===== config.mk =====
export PLATFORM = sky130hd
export DESIGN_NAME = apb_regs_bank
export DESIGN_NICKNAME = d
export VERILOG_FILES = /design/src/rtl/apb_regs_bank.sv
export SDC_FILE = /design/constraint.sdc
export NUM_CORES = 1
export LEC_CHECK = 0
export BUFFER_PORTS_ARGS = -buffer_cell sky130_fd_sc_hd__buf_4
export CORE_AREA = 4 4 448 450
export DETAILED_ROUTE_END_ITERATION = 16
export DIE_AREA = 0 0 452 454
export PLACE_DENSITY = 0.31
export SLEW_MARGIN = 40
export SYNTH_ARGS = -nofsm -noshare
export SYNTH_HDL_FRONTEND = slang
export SYNTH_SLANG_ARGS = --single-unit

===== constraint.sdc =====
create_clock -name p_clk -period 3.96 [get_ports p_clk]
set_input_delay 0.594 -clock p_clk [delete_from_list [all_inputs] [get_ports p_clk]]
set_output_delay 0.594 -clock p_clk [all_outputs]
set_load 0.01 [all_outputs]

===== src/rtl/apb_regs_bank.sv =====
// apb_regs_bank: parameterised APB register bank.
//
// Holds NO_APB_REGS registers of REG_DATA_WIDTH bits each. The registers are
// reachable from APB at BASE_ADDR + i*ADDR_OFFSET. Writes honour the byte strobes.
// Registers can be made read-only (updated by hardware loads) or write-1-to-clear
// (sticky bits set by hardware). Each transfer can take WAIT_STATES extra access
// cycles. Illegal accesses complete with PSLVERR.
//
// Ports:
//   p_clk, p_rst           clock, synchronous active-high reset
//   apb_reg_*              APB slave interface (pprot is ignored)
//   reg_init_i             per-register reset values, sampled while p_rst=1
//   hw_set_i               sticky set bits for W1C registers
//   hw_ld_i/hw_ld_data_i   hardware load for READ_ONLY registers
//   reg_q_o                current register contents
//   reg_wr_pulse_o         one-cycle pulse in the cycle after a committed APB write
module apb_regs_bank #(
    parameter int unsigned                   NO_APB_REGS    = 16,
    parameter int unsigned                   APB_ADDR_WIDTH = 32,
    parameter int unsigned                   APB_DATA_WIDTH = 32,
    parameter int unsigned                   REG_DATA_WIDTH = 16,
    parameter logic [APB_ADDR_WIDTH-1:0]     BASE_ADDR      = APB_ADDR_WIDTH'(32'h0013_0000),
    parameter int unsigned                   ADDR_OFFSET    = 4,
    parameter logic [NO_APB_REGS-1:0]        READ_ONLY      = '0,
    parameter logic [NO_APB_REGS-1:0]        W1C            = '0,
    parameter int unsigned                   WAIT_STATES    = 0
) (
    input  logic                                         p_clk,
    input  logic                                         p_rst,
    input  logic [APB_ADDR_WIDTH-1:0]                    apb_reg_paddr,
    input  logic [2:0]                                   apb_reg_pprot,
    input  logic                                         apb_reg_psel,
    input  logic                                         apb_reg_penable,
    input  logic                                         apb_reg_pwrite,
    input  logic [APB_DATA_WIDTH-1:0]                    apb_reg_pwdata,
    input  logic [APB_DATA_WIDTH/8-1:0]                  apb_reg_pstrb,
    output logic                                         apb_reg_pready,
    output logic [APB_DATA_WIDTH-1:0]                    apb_reg_prdata,
    output logic                                         apb_reg_pslverr,
    input  logic [NO_APB_REGS-1:0][REG_DATA_WIDTH-1:0]   reg_init_i,
    input  logic [NO_APB_REGS-1:0][REG_DATA_WIDTH-1:0]   hw_set_i,
    input  logic [NO_APB_REGS-1:0]                       hw_ld_i,
    input  logic [NO_APB_REGS-1:0][REG_DATA_WIDTH-1:0]   hw_ld_data_i,
    output logic [NO_APB_REGS-1:0][REG_DATA_WIDTH-1:0]   reg_q_o,
    output logic [NO_APB_REGS-1:0]                       reg_wr_pulse_o
);

    localparam int unsigned STRB_W    = APB_DATA_WIDTH / 8;
    localparam int unsigned IDX_W     = (NO_APB_REGS > 1) ? $clog2(NO_APB_REGS) : 1;
    localparam int unsigned OFF_SHIFT = $clog2(ADDR_OFFSET);

    localparam logic [APB_ADDR_WIDTH-1:0] ALIGN_MASK = APB_ADDR_WIDTH'(ADDR_OFFSET - 1);
    localparam logic [APB_ADDR_WIDTH-1:0] NREGS_A    = APB_ADDR_WIDTH'(NO_APB_REGS);
    localparam logic [3:0]                WS         = 4'(WAIT_STATES);

    localparam logic [1:0] ST_IDLE   = 2'd0;
    localparam logic [1:0] ST_SETUP  = 2'd1;
    localparam logic [1:0] ST_ACCESS = 2'd2;

    // Parameter legality checks at elaboration time.
    if (REG_DATA_WIDTH > APB_DATA_WIDTH) begin : g_err_reg_width
        $error("REG_DATA_WIDTH must not exceed APB_DATA_WIDTH");
    end
    if ((APB_DATA_WIDTH % 8) != 0) begin : g_err_data_width
        $error("APB_DATA_WIDTH must be a multiple of 8");
    end
    if ((ADDR_OFFSET == 0) || ((ADDR_OFFSET & (ADDR_OFFSET - 1)) != 0)) begin : g_err_offset
        $error("ADDR_OFFSET must be a power of two");
    end
    if (ADDR_OFFSET < STRB_W) begin : g_err_offset_min
        $error("ADDR_OFFSET must be at least APB_DATA_WIDTH/8");
    end
    if (WAIT_STATES > 15) begin : g_err_wait
        $error("WAIT_STATES must be in 0..15");
    end
    if ((NO_APB_REGS < 1) || (NO_APB_REGS > 1024)) begin : g_err_nregs
        $error("NO_APB_REGS must be in 1..1024");
    end

    logic [1:0]                                 state_q, state_d, phase;
    logic [3:0]                                 cnt_q, cnt_d;
    logic [NO_APB_REGS-1:0][REG_DATA_WIDTH-1:0] reg_q, reg_d;
    logic [NO_APB_REGS-1:0]                     pulse_q, pulse_d;

    // Address decode
    logic [APB_ADDR_WIDTH-1:0] off, idx_full;
    logic [IDX_W-1:0]          idx;
    logic                      addr_ok, err, complete, wr_commit, rd_ok;

    assign off      = apb_reg_paddr - BASE_ADDR;
    assign idx_full = off >> OFF_SHIFT;
    assign idx      = idx_full[IDX_W-1:0];
    assign addr_ok  = (apb_reg_paddr >= BASE_ADDR) && ((off & ALIGN_MASK) == '0) &&
                      (idx_full < NREGS_A);
    assign err      = !addr_ok || (apb_reg_pwrite && READ_ONLY[idx]);

    // SETUP is recognised in the very cycle psel rises with penable low, so the
    // registered state only ever holds IDLE or ACCESS and a zero-wait transfer
    // completes in two cycles.
    always_comb begin
        phase = state_q;
        if (state_q == ST_IDLE && apb_reg_psel && !apb_reg_penable) begin
            phase = ST_SETUP;
        end
    end

    assign complete = (state_q == ST_ACCESS) && (cnt_q == WS) &&
                      apb_reg_psel && apb_reg_penable;

    always_comb begin
        state_d = state_q;
        cnt_d   = cnt_q;
        case (phase)
            ST_SETUP: begin
                state_d = ST_ACCESS;
                cnt_d   = 4'd0;
            end
            ST_ACCESS: begin
                if (!apb_reg_psel || complete) begin
                    // A following setup phase is picked up again from IDLE.
                    state_d = ST_IDLE;
                end else if (cnt_q != WS) begin
                    cnt_d = cnt_q + 4'd1;
                end
            end
            default: state_d = ST_IDLE;
        endcase
    end

    // Write data path
    logic [APB_DATA_WIDTH-1:0] byte_mask;
    logic [REG_DATA_WIDTH-1:0] wmask, wbits;

    always_comb begin
        byte_mask = '0;
        for (int b = 0; b < STRB_W; b++) begin
            if (apb_reg_pstrb[b]) begin
                byte_mask[8*b +: 8] = 8'hFF;
            end
        end
    end

    // Lanes above REG_DATA_WIDTH simply fall off here.
    assign wmask     = byte_mask[REG_DATA_WIDTH-1:0];
    assign wbits     = apb_reg_pwdata[REG_DATA_WIDTH-1:0] & wmask;
    assign wr_commit = complete && apb_reg_pwrite && !err;

    always_comb begin
        reg_d   = reg_q;
        pulse_d = '0;
        for (int i = 0; i < NO_APB_REGS; i++) begin
            if (W1C[i]) begin
                reg_d[i] = reg_q[i] | hw_set_i[i];
            end
            if (wr_commit && (idx == IDX_W'(i))) begin
                pulse_d[i] = 1'b1;
                if (W1C[i]) begin
                    // Set is ORed last so it wins over a clear of the same bit.
                    reg_d[i] = (reg_q[i] & ~wbits) | hw_set_i[i];
                end else begin
                    reg_d[i] = (reg_q[i] & ~wmask) | wbits;
                end
            end
            if (READ_ONLY[i] && hw_ld_i[i]) begin
                reg_d[i] = hw_ld_data_i[i];
            end
        end
    end

    always_ff @(posedge p_clk) begin
        if (p_rst) begin
            state_q <= ST_IDLE;
            cnt_q   <= 4'd0;
            reg_q   <= reg_init_i;
            pulse_q <= '0;
        end else begin
            state_q <= state_d;
            cnt_q   <= cnt_d;
            reg_q   <= reg_d;
            pulse_q <= pulse_d;
        end
    end

    // Outputs are forced to their reset view combinationally while p_rst is high.
    assign rd_ok           = complete && !apb_reg_pwrite && !err && !p_rst;
    assign apb_reg_pready  = complete && !p_rst;
    assign apb_reg_pslverr = complete && err && !p_rst;
    assign apb_reg_prdata  = rd_ok ? APB_DATA_WIDTH'(reg_q[idx]) : '0;
    assign reg_q_o         = p_rst ? reg_init_i : reg_q;
    assign reg_wr_pulse_o  = p_rst ? '0 : pulse_q;

    logic unused_bits;
    assign unused_bits = ^{apb_reg_pprot, apb_reg_pwdata, byte_mask, off};

endmodule


# == Word level (Yosys, flattened, before mapping) ==
# Memories as Yosys holds them, arrays and structs flattened.
# Index checks and enable logic that the tools add are counted.
# totals
inputBits,860
elab_cells,190
output_inout_bits,306
regBits,278
romBits,16
mem_count,1
# memory_table
memory,depth,width,rd,rd_ports_with_merged_regs,write_ports,line_no,source
(name not given),16,1,1,0,0,95,assign err = !addr_ok || (apb_reg_pwrite && READ_ONLY[idx]);
# classes
n_lt_le_gt_ge,3
add_sub_neg,2
n_bitwise,34
n_reduce_logical,63
muxes,47
n_eq_ne,21
# op_table
operator,n
256-bit 2-to-1 mux,2
16-bit 2-to-1 mux,19
16-bit bitwise AND,17
16-bit bitwise OR,16
16-bit binary-select mux with 4-bit select,1
2-bit nonzero test,17
"4-bit equality test, second input constant",8
"32-bit by 21-bit >= comparator with 1-bit output, second input constant",1
1-bit logical AND,32
32-bit logical NOT,1
"32-bit by 21-bit subtractor with 32-bit output, second input constant",1
"30-bit by 5-bit < comparator with 1-bit output, second input constant",1
1-bit 2-to-1 mux,17
"4-bit by 3-bit equality test with 1-bit output, second input constant",4
8-bit 2-to-1 mux,2
16-bit NOT,1
"4-bit by 2-bit equality test with 1-bit output, second input constant",2
4-bit logical NOT,2
4-bit 2-to-1 mux,2
4-bit case mux with 2 select lines,1
1-bit logical NOT,6
"2-bit != test, second input constant",3
"4-bit by 5-bit < comparator with 1-bit output, second input constant",1
"4-bit by 1-bit adder with 4-bit output, second input constant",1
9 further kinds,12

# == Longest topological paths before layout ==
# Gate-level depths: netlist of run 1.
# logic_depth
ltp_word,11
mapped_depth,7
ltp_nobuf,6

# == Worst setup path before layout of run 1 ==
# OpenSTA, ideal clock, no wires.
# synth_path
path_kind,input-to-output
startpoint,input apb_reg_paddr[2]
endpoint,output apb_reg_prdata[10]
path_stages,5
setup_slack_ns,1.527
t_arrival_ns,1.839
required_time_ns,3.366
path_buffers,2
path_cell_list,buf_2 > buf_2 > mux4_2 > a22oi_1 > a21oi_1
# synth_between
elab_chain_len,9
elab_cells_between_ends,16
classes_between,add/sub: 1; order compare: 2; mux: 4; reduce/logical: 8; memory: 1
# synth_lines
item,line_no,source
start: declaration,30,"input logic [APB_ADDR_WIDTH-1:0] apb_reg_paddr,"
32-bit by 21-bit subtractor with 32-bit output or 32-bit by 21-bit >= comparator with 1-bit output (tied branches),"90, 93",
"30-bit by 5-bit < comparator with 1-bit output, or another cell as far along",94,(idx_full < NREGS_A);
1-bit logical AND or 1-bit 2-to-1 mux (tied branches),"93, 95",
1-bit logical NOT or 1-bit logical AND (tied branches),95,
1-bit logical OR,95,
1-bit logical NOT,185,assign rd_ok = complete && !apb_reg_pwrite && !err && !p_rst;
1-bit logical AND (2 in series),185,
16-bit 2-to-1 mux *,188,assign apb_reg_prdata = rd_ok ? APB_DATA_WIDTH'(reg_q[idx]) : '0;
end: declaration,38,"output logic [APB_DATA_WIDTH-1:0] apb_reg_prdata,"
# Every way passes the cells marked *; elsewhere a longest branch is shown, timed or not. The select of a mux whose other input is x is not followed.

# == Worst setup path in the final report of run 1 ==
# layout_path
startpoint,register cnt_q[0]
endpoint,output apb_reg_prdata[5]
# layout_between
elab_chain_len,8
# layout_lines
item,line_no,source
start: declaration,81,"logic [3:0] cnt_q, cnt_d;"
start signal: assignment,178,cnt_q <= cnt_d;
4-bit logical NOT,107,assign complete = (state_q == ST_ACCESS) && (cnt_q == WS) &&
1-bit logical AND (2 in series),107,
1-bit logical AND,108,apb_reg_psel && apb_reg_penable;
1-bit logical AND (3 in series),185,
16-bit 2-to-1 mux,188,
# No other way between the ends.

==> flow_summary_export.csv, run 1 <==
group,metric,value,unit
clock_network,cts-resized-gates,0,
synth,seq_area_frac_synth,0.511,
pwr,pwr_density_cell,380,nW/µm²
setup_path,end_kind,"output port",
global_route,grt_pass1_wl,152,mm
route,drc,0,
synth,synth_ff_type,"edfxtp_1",
timing,fin_setup_tns,0,ps
route,ant_nets,0,
timing,grt_setup_unrepaired,"no",
cells_and_area,syn2layout_area_growth,58.7,%
cells_and_area,layout.nets,3172,
clock_network,path_clk_slew,60,ps
global_route,grt_pass1_vias,15700,
pwr,p_leak,11.3,nW
clock_network,cts_tree,"yes",
placement,portBuffers,600,
floorplan,fp-row-count,163,
floorplan,initial_utilization,0.0807,
pwr,ir_drop,0.267,mV
floorplan,ios,1166,
min_path,holdPathStages,2,
synth,netlist_instances,1708,
clock_network,worstSkewPairLatency,630,ps
clock_network,cts_made_buffers,42,
timing,final_hold_viol_count,0,
global_route,antenna_found_initial,20,
floorplan,dieArea,205000,µm²
global_route,grt_use_total,0.111,
floorplan,core,197000,µm²
clock_network,cts_sinks,277,
clock_network,cts.path.max_buffers,3,
pwr,clkPwrFrac,0.395,
clock_network,cts_setup_buffers,0,
timing,finalCriticalPeriod,3590,ps
pwr,p_switching,0.00305,W
min_path,hold_start,"apb_reg_psel",
route,route.vias.total,15000,
synth,synthesis.area,15900,µm²
pwr,p_int,0.00652,W
min_path,min_path_type,"in -> reg",
cells_and_area,drive_gt1_frac,0.349,
synth,ys_seq_elements,277,
setup_path,r2r_cells,7,
setup_path,criticalPathCategory,"reg -> out",
pwr,comb_power_share,0.222,
cells_and_area,multi_input_area,6210,µm²
route,wl_per_cell,24.0,µm
synth,ys.warnings.count,0,
cells_and_area,register_area,8110,µm²
min_path,hold_end,"cnt_q[2]",
synth,synth.avg_cell_area,9.29,µm²
synth,synth_edf_count,256,
status,status,"complete, no violations",
timing,post-route-period-util,0.906,
pwr,power_frac_seq,0.383,
global_route,gr-total-overflow,0,
timing,setup_viol,0,
job,maxCapViolations,0,
clock_network,cts_htree_levels,2,
global_route,grt_start_max_net_pins,130,
placement,dp_hpwl,99.4,mm
floorplan,die_h,454,µm
setup_path,worstPathMaxFanout,5,
setup_path,r2r_start,"cnt_q[0]",
clock_network,cts_hold_buf,0,
route,first_iter_violations,946,
setup_path,critPathArrivalTime,2990,ps
cells_and_area,fillers,22800,
pwr,switching_share,0.319,
setup_path,crit_required,3370,ps
synth,async_flop_share,0,
synth,yosys.cell_count.top_type,"nand2_1",
route,firstDrtPassIters,5,
placement,gp_congestion,0.772,
synth,yosysTopAreaCell,"edfxtp_1",
timing,clock.fmax,0.279,GHz
timing,max_slew.worst_pin.slew,843,ps
route,routed_via_density,3.00,
synth,synthTopCellsByArea,"edfxtp_1 (48%), nand2_1 (13%), mux4_2 (9.1%)",
route,routed_wl,119,mm
synth,synth_top_area_frac,0.485,
setup_path,rrSetupSlack,1370,ps
clock_network,clock-root-buffer,"clkbuf_16",
timing,maxSlewViolCount,0,
timing,relSlewSlack,0.438,
synth,synth_cell_types,49,
setup_path,startpoint_type,"register",
timing,skew,32.9,ps
floorplan,dieWidth,452,µm
synth,ys_top_cells_by_count,"nand2_1 (532), inv_1 (260), o21ai_0 (259), edfxtp_1 (256), clkbuf_1 (68)",
pwr,finalPower,0.00957,W
## routing by layer
layer	track usage	share of wire	vias to the layer above
met5	0	0.00045	-
met4	0.0198	0.017	8
met3	0.0599	0.11	79
met2	0.191	0.49	520
met1	0.123	0.38	7397
li1	-	-	6971
## cells in the final DEF, fill, tap and decap left out, types with 16 or more instances in the layout
| master | n |
|---|---|
| a21oi_1 | 19 |
| a22oi_1 | 33 |
| a41o_1 | 32 |
| buf_4 | 667 |
| clkbuf_16 | 42 |
| conb_1 | 16 |
| dfxtp_1 | 21 |
| edfxtp_1 | 256 |
| inv_1 | 260 |
| mux4_2 | 64 |
| nand2_1 | 532 |
| nor2b_1 | 17 |
| nor4_1 | 20 |
| o21ai_0 | 258 |
## cell type report
| class | count | area share |
|---|---|---|
| timing repair buffer | 679 | 0.208 |
| antenna | 8 | 0.000795 |
| sequential | 277 | 0.322 |
| clock buffer | 53 | 0.0434 |
| clock inverter | 21 | 0.00894 |
| multi-input combinational | 1050 | 0.247 |
| inverter | 260 | 0.0388 |
| tap | 2640 | 0.131 |
## cells by family after synthesis
group,synth area share
adder cells (fa/ha/maj),0.00158
multiplexers,0.0908
other,0.000236
flip-flops,0.511
XOR/XNOR,0.000552
buffers and inverters,0.104
AND/OR/NAND/NOR,0.161
AO/OA/AOI/OAI,0.131
## critical path: stages (launching register included)
cell	delay, ps
dfxtp_1	350
inv_1	100
ha_1	230
nand4bb_4	180
nor4_2	350
o2111ai_4	350
buf_16	270
buf_4	180
a21oi_1	130
buf_4	180
## how the worst max path moves through the flow
stage,from,endpoint,slack [ps],depth (start not counted)
after floorplan,apb_reg_paddr[2],apb_reg_prdata[10],1530,5
after global placement,apb_reg_paddr[2],apb_reg_prdata[13],410,7
after detailed placement,apb_reg_paddr[2],apb_reg_prdata[9],430,7
after CTS,cnt_q[0],apb_reg_prdata[5],230,9
after global routing,cnt_q[0],apb_reg_prdata[4],110,9
final,cnt_q[0],apb_reg_prdata[5],370,9
## metrics by stage
step                worst slack [ps]  cell area [µm²]  cells   util  hold slack (ps)
finish                           371            25200   4988  0.128              215
global route                     115            25200   4982  0.128              161
CTS                              227            25200   4980  0.128              127
detailed placement               429            23800   4906  0.121              513
global placement                 412            23800   4904  0.121              519
floorplan                       1530            15900   1723      -              479
## power groups by stage
stage / sequential [W] / combinational [W] / clock, W
after floorplan: 0.00362 / 0.000838 / 0
after global placement: 0.00372 / 0.00224 / 0
after detailed placement: 0.00373 / 0.00223 / 0
after CTS: 0.00367 / 0.00223 / 0.00395
after global routing: 0.00369 / 0.00235 / 0.00404
final: 0.00366 / 0.00212 / 0.00378
Note: power is estimated with default switching activity, not from simulation.
==> inputs of run 2 (changes only) <==
Clock period 3.96 ns to 3.85 ns, I/O delays scaled along.
==> run 2 against run 1 <==
Compared with the run above: clock power fell by 1%; sequential power increased by 3%; highest routed layer unchanged; critical endpoint is now apb_reg_prdata[0]; utilization is essentially flat.
==> flow_summary_export.csv, run 2 (synthesis results as in run 1) <==
group,metric,value,unit
status,status,"complete, no violations",
cells_and_area,mostFrequentLayoutCells,"buf_4 (679), nand2_1 (529), inv_1 (260)",
placement,portBuffers,600,
timing,grt_setup_unrepaired,"no",
placement,dp_hpwl,100,mm
timing,max_slew.worst_pin.slew,810,ps
pwr,ir_drop,0.252,mV
clock_network,cts_made_buffers,41,
floorplan,dieWidth,452,µm
floorplan,die_h,454,µm
cells_and_area,layout.nets,3181,
route,routed_wl,119,mm
timing,relSlewSlack,0.460,
cells_and_area,fillers,22800,
timing,finalWorstSetupSlack,401,ps
min_path,min_path_type,"in -> reg",
clock_network,path_clk_slew,60,ps
timing,finalCriticalPeriod,3450,ps
cells_and_area,drive_gt1_frac,0.352,
setup_path,criticalPathCategory,"reg -> out",
job,maxCapViolations,0,
route,drc,0,
floorplan,ios,1166,
timing,post-route-period-util,0.896,
cells_and_area,final_common_cell,"buf_4",
clock_network,clock-root-buffer,"clkbuf_16",
setup_path,crit_required,3270,ps
cells_and_area,syn2layout_area_growth,58.7,%
global_route,grt_pass1_wl,151,mm
cells_and_area,multi_input_area,6210,µm²
timing,setup_viol,0,
route,routed_via_density,3.01,
global_route,gr-total-overflow,0,
setup_path,cp.buffers_inverters,3,
global_route,grt_use_total,0.111,
setup_path,end_kind,"output port",
clock_network,cts-resized-gates,0,
clock_network,cts_tree,"yes",
placement,gp_congestion,0.775,
timing,skew,12.0,ps
global_route,grt_start_max_net_pins,144,
timing,maxSlewViolCount,0,
route,first_iter_violations,841,
route,wl_per_cell,23.8,µm
floorplan,core,197000,µm²
pwr,p_leak,11.3,nW
timing,fin_setup_tns,0,ps
placement,post-place-ws,306,ps
route,firstDrtPassIters,5,
clock_network,worstSkewPairLatency,600,ps
setup_path,worstPathMaxFanout,9,
floorplan,fp-row-count,163,
setup_path,path_cells,"inv_1 > ha_1 > nand4bb_4 > nor4_2 > o2111ai_4 > buf_12 > a21oi_1 > buf_4",
setup_path,critPathArrivalTime,2870,ps
floorplan,dieArea,205000,µm²
setup_path,startpoint_type,"register",
route,route.vias.total,15100,
timing,final_hold_viol_count,0,
timing,clock.fmax,0.290,GHz
cells_and_area,register_area,8110,µm²
clock_network,cts_htree_levels,2,
global_route,grt_pass1_vias,15700,
pwr,pwr_density_cell,385,nW/µm²
global_route,antenna_found_initial,20,
clock_network,cts.path.max_buffers,3,
floorplan,initial_utilization,0.0807,
clock_network,cts_sinks,277,
setup_path,slowest_delay,390,ps
route,ant_nets,0,
clock_network,cts_hold_buf,0,
setup_path,slowest_stage,"o2111ai_4",
clock_network,cts_setup_buffers,0,
setup_path,critPathTopFamily,"buffers and inverters",
run 2: per-layer routing:
metal,share of wire,track usage
met5,0.00041,0
met4,0.031,0.0326
met2,0.48,0.185
met1,0.37,0.119
met3,0.12,0.0648
run 2: cell type report:
class / instances / area share
well taps: 2640 / 0.131
repair buffers: 689 / 0.210
diodes: 11 / 0.00109
inverters: 260 / 0.0387
clock inverters: 18 / 0.00462
clock buffers: 56 / 0.0455
multi-input cells: 1050 / 0.247
flip-flops and latches: 277 / 0.322
run 2: final timing paths:
path / cells past startpoint / to / startpoint / slack, ps
max reg2reg: 7 / register / cnt_q[0] / 1100
max: 8 / apb_reg_prdata[0] / cnt_q[0] / 400
min reg2reg: 2 / cnt_q[0] / cnt_q[0] / 530
min: 2 / cnt_q[2] / apb_reg_psel / 230
run 2: metrics by stage:
| step | power [W] | std cells | instance area (µm²) | hold WS, ps | utilization |
|---|---|---|---|---|---|
| after floorplan | 0.00459 | 1723 | 15900 | 479 | - |
| after global placement | 0.00613 | 4914 | 23800 | 518 | 0.121 |
| after detailed placement | 0.00613 | 4916 | 23900 | 518 | 0.122 |
| after CTS | 0.00998 | 4990 | 25200 | 160 | 0.128 |
| after global routing | 0.0102 | 4993 | 25200 | 179 | 0.128 |
| final | 0.00970 | 5001 | 25200 | 228 | 0.128 |
run 2: worst reg2reg max path: cells and delay by family (launching register included):
kind	cells	cell delay (ps)
AOI/OAI and AO/OA	1	500
and+or+nand+nor	2	680
buffers and inverters	3	690
DFF	1	350
adders and majority gates	1	230
run 2: report_power, final:
group          switching, W  internal [W]
Clock               0.00159       0.00214
Combinational       0.00130      0.000894
Sequential         0.000173       0.00360
Total               0.00306       0.00663
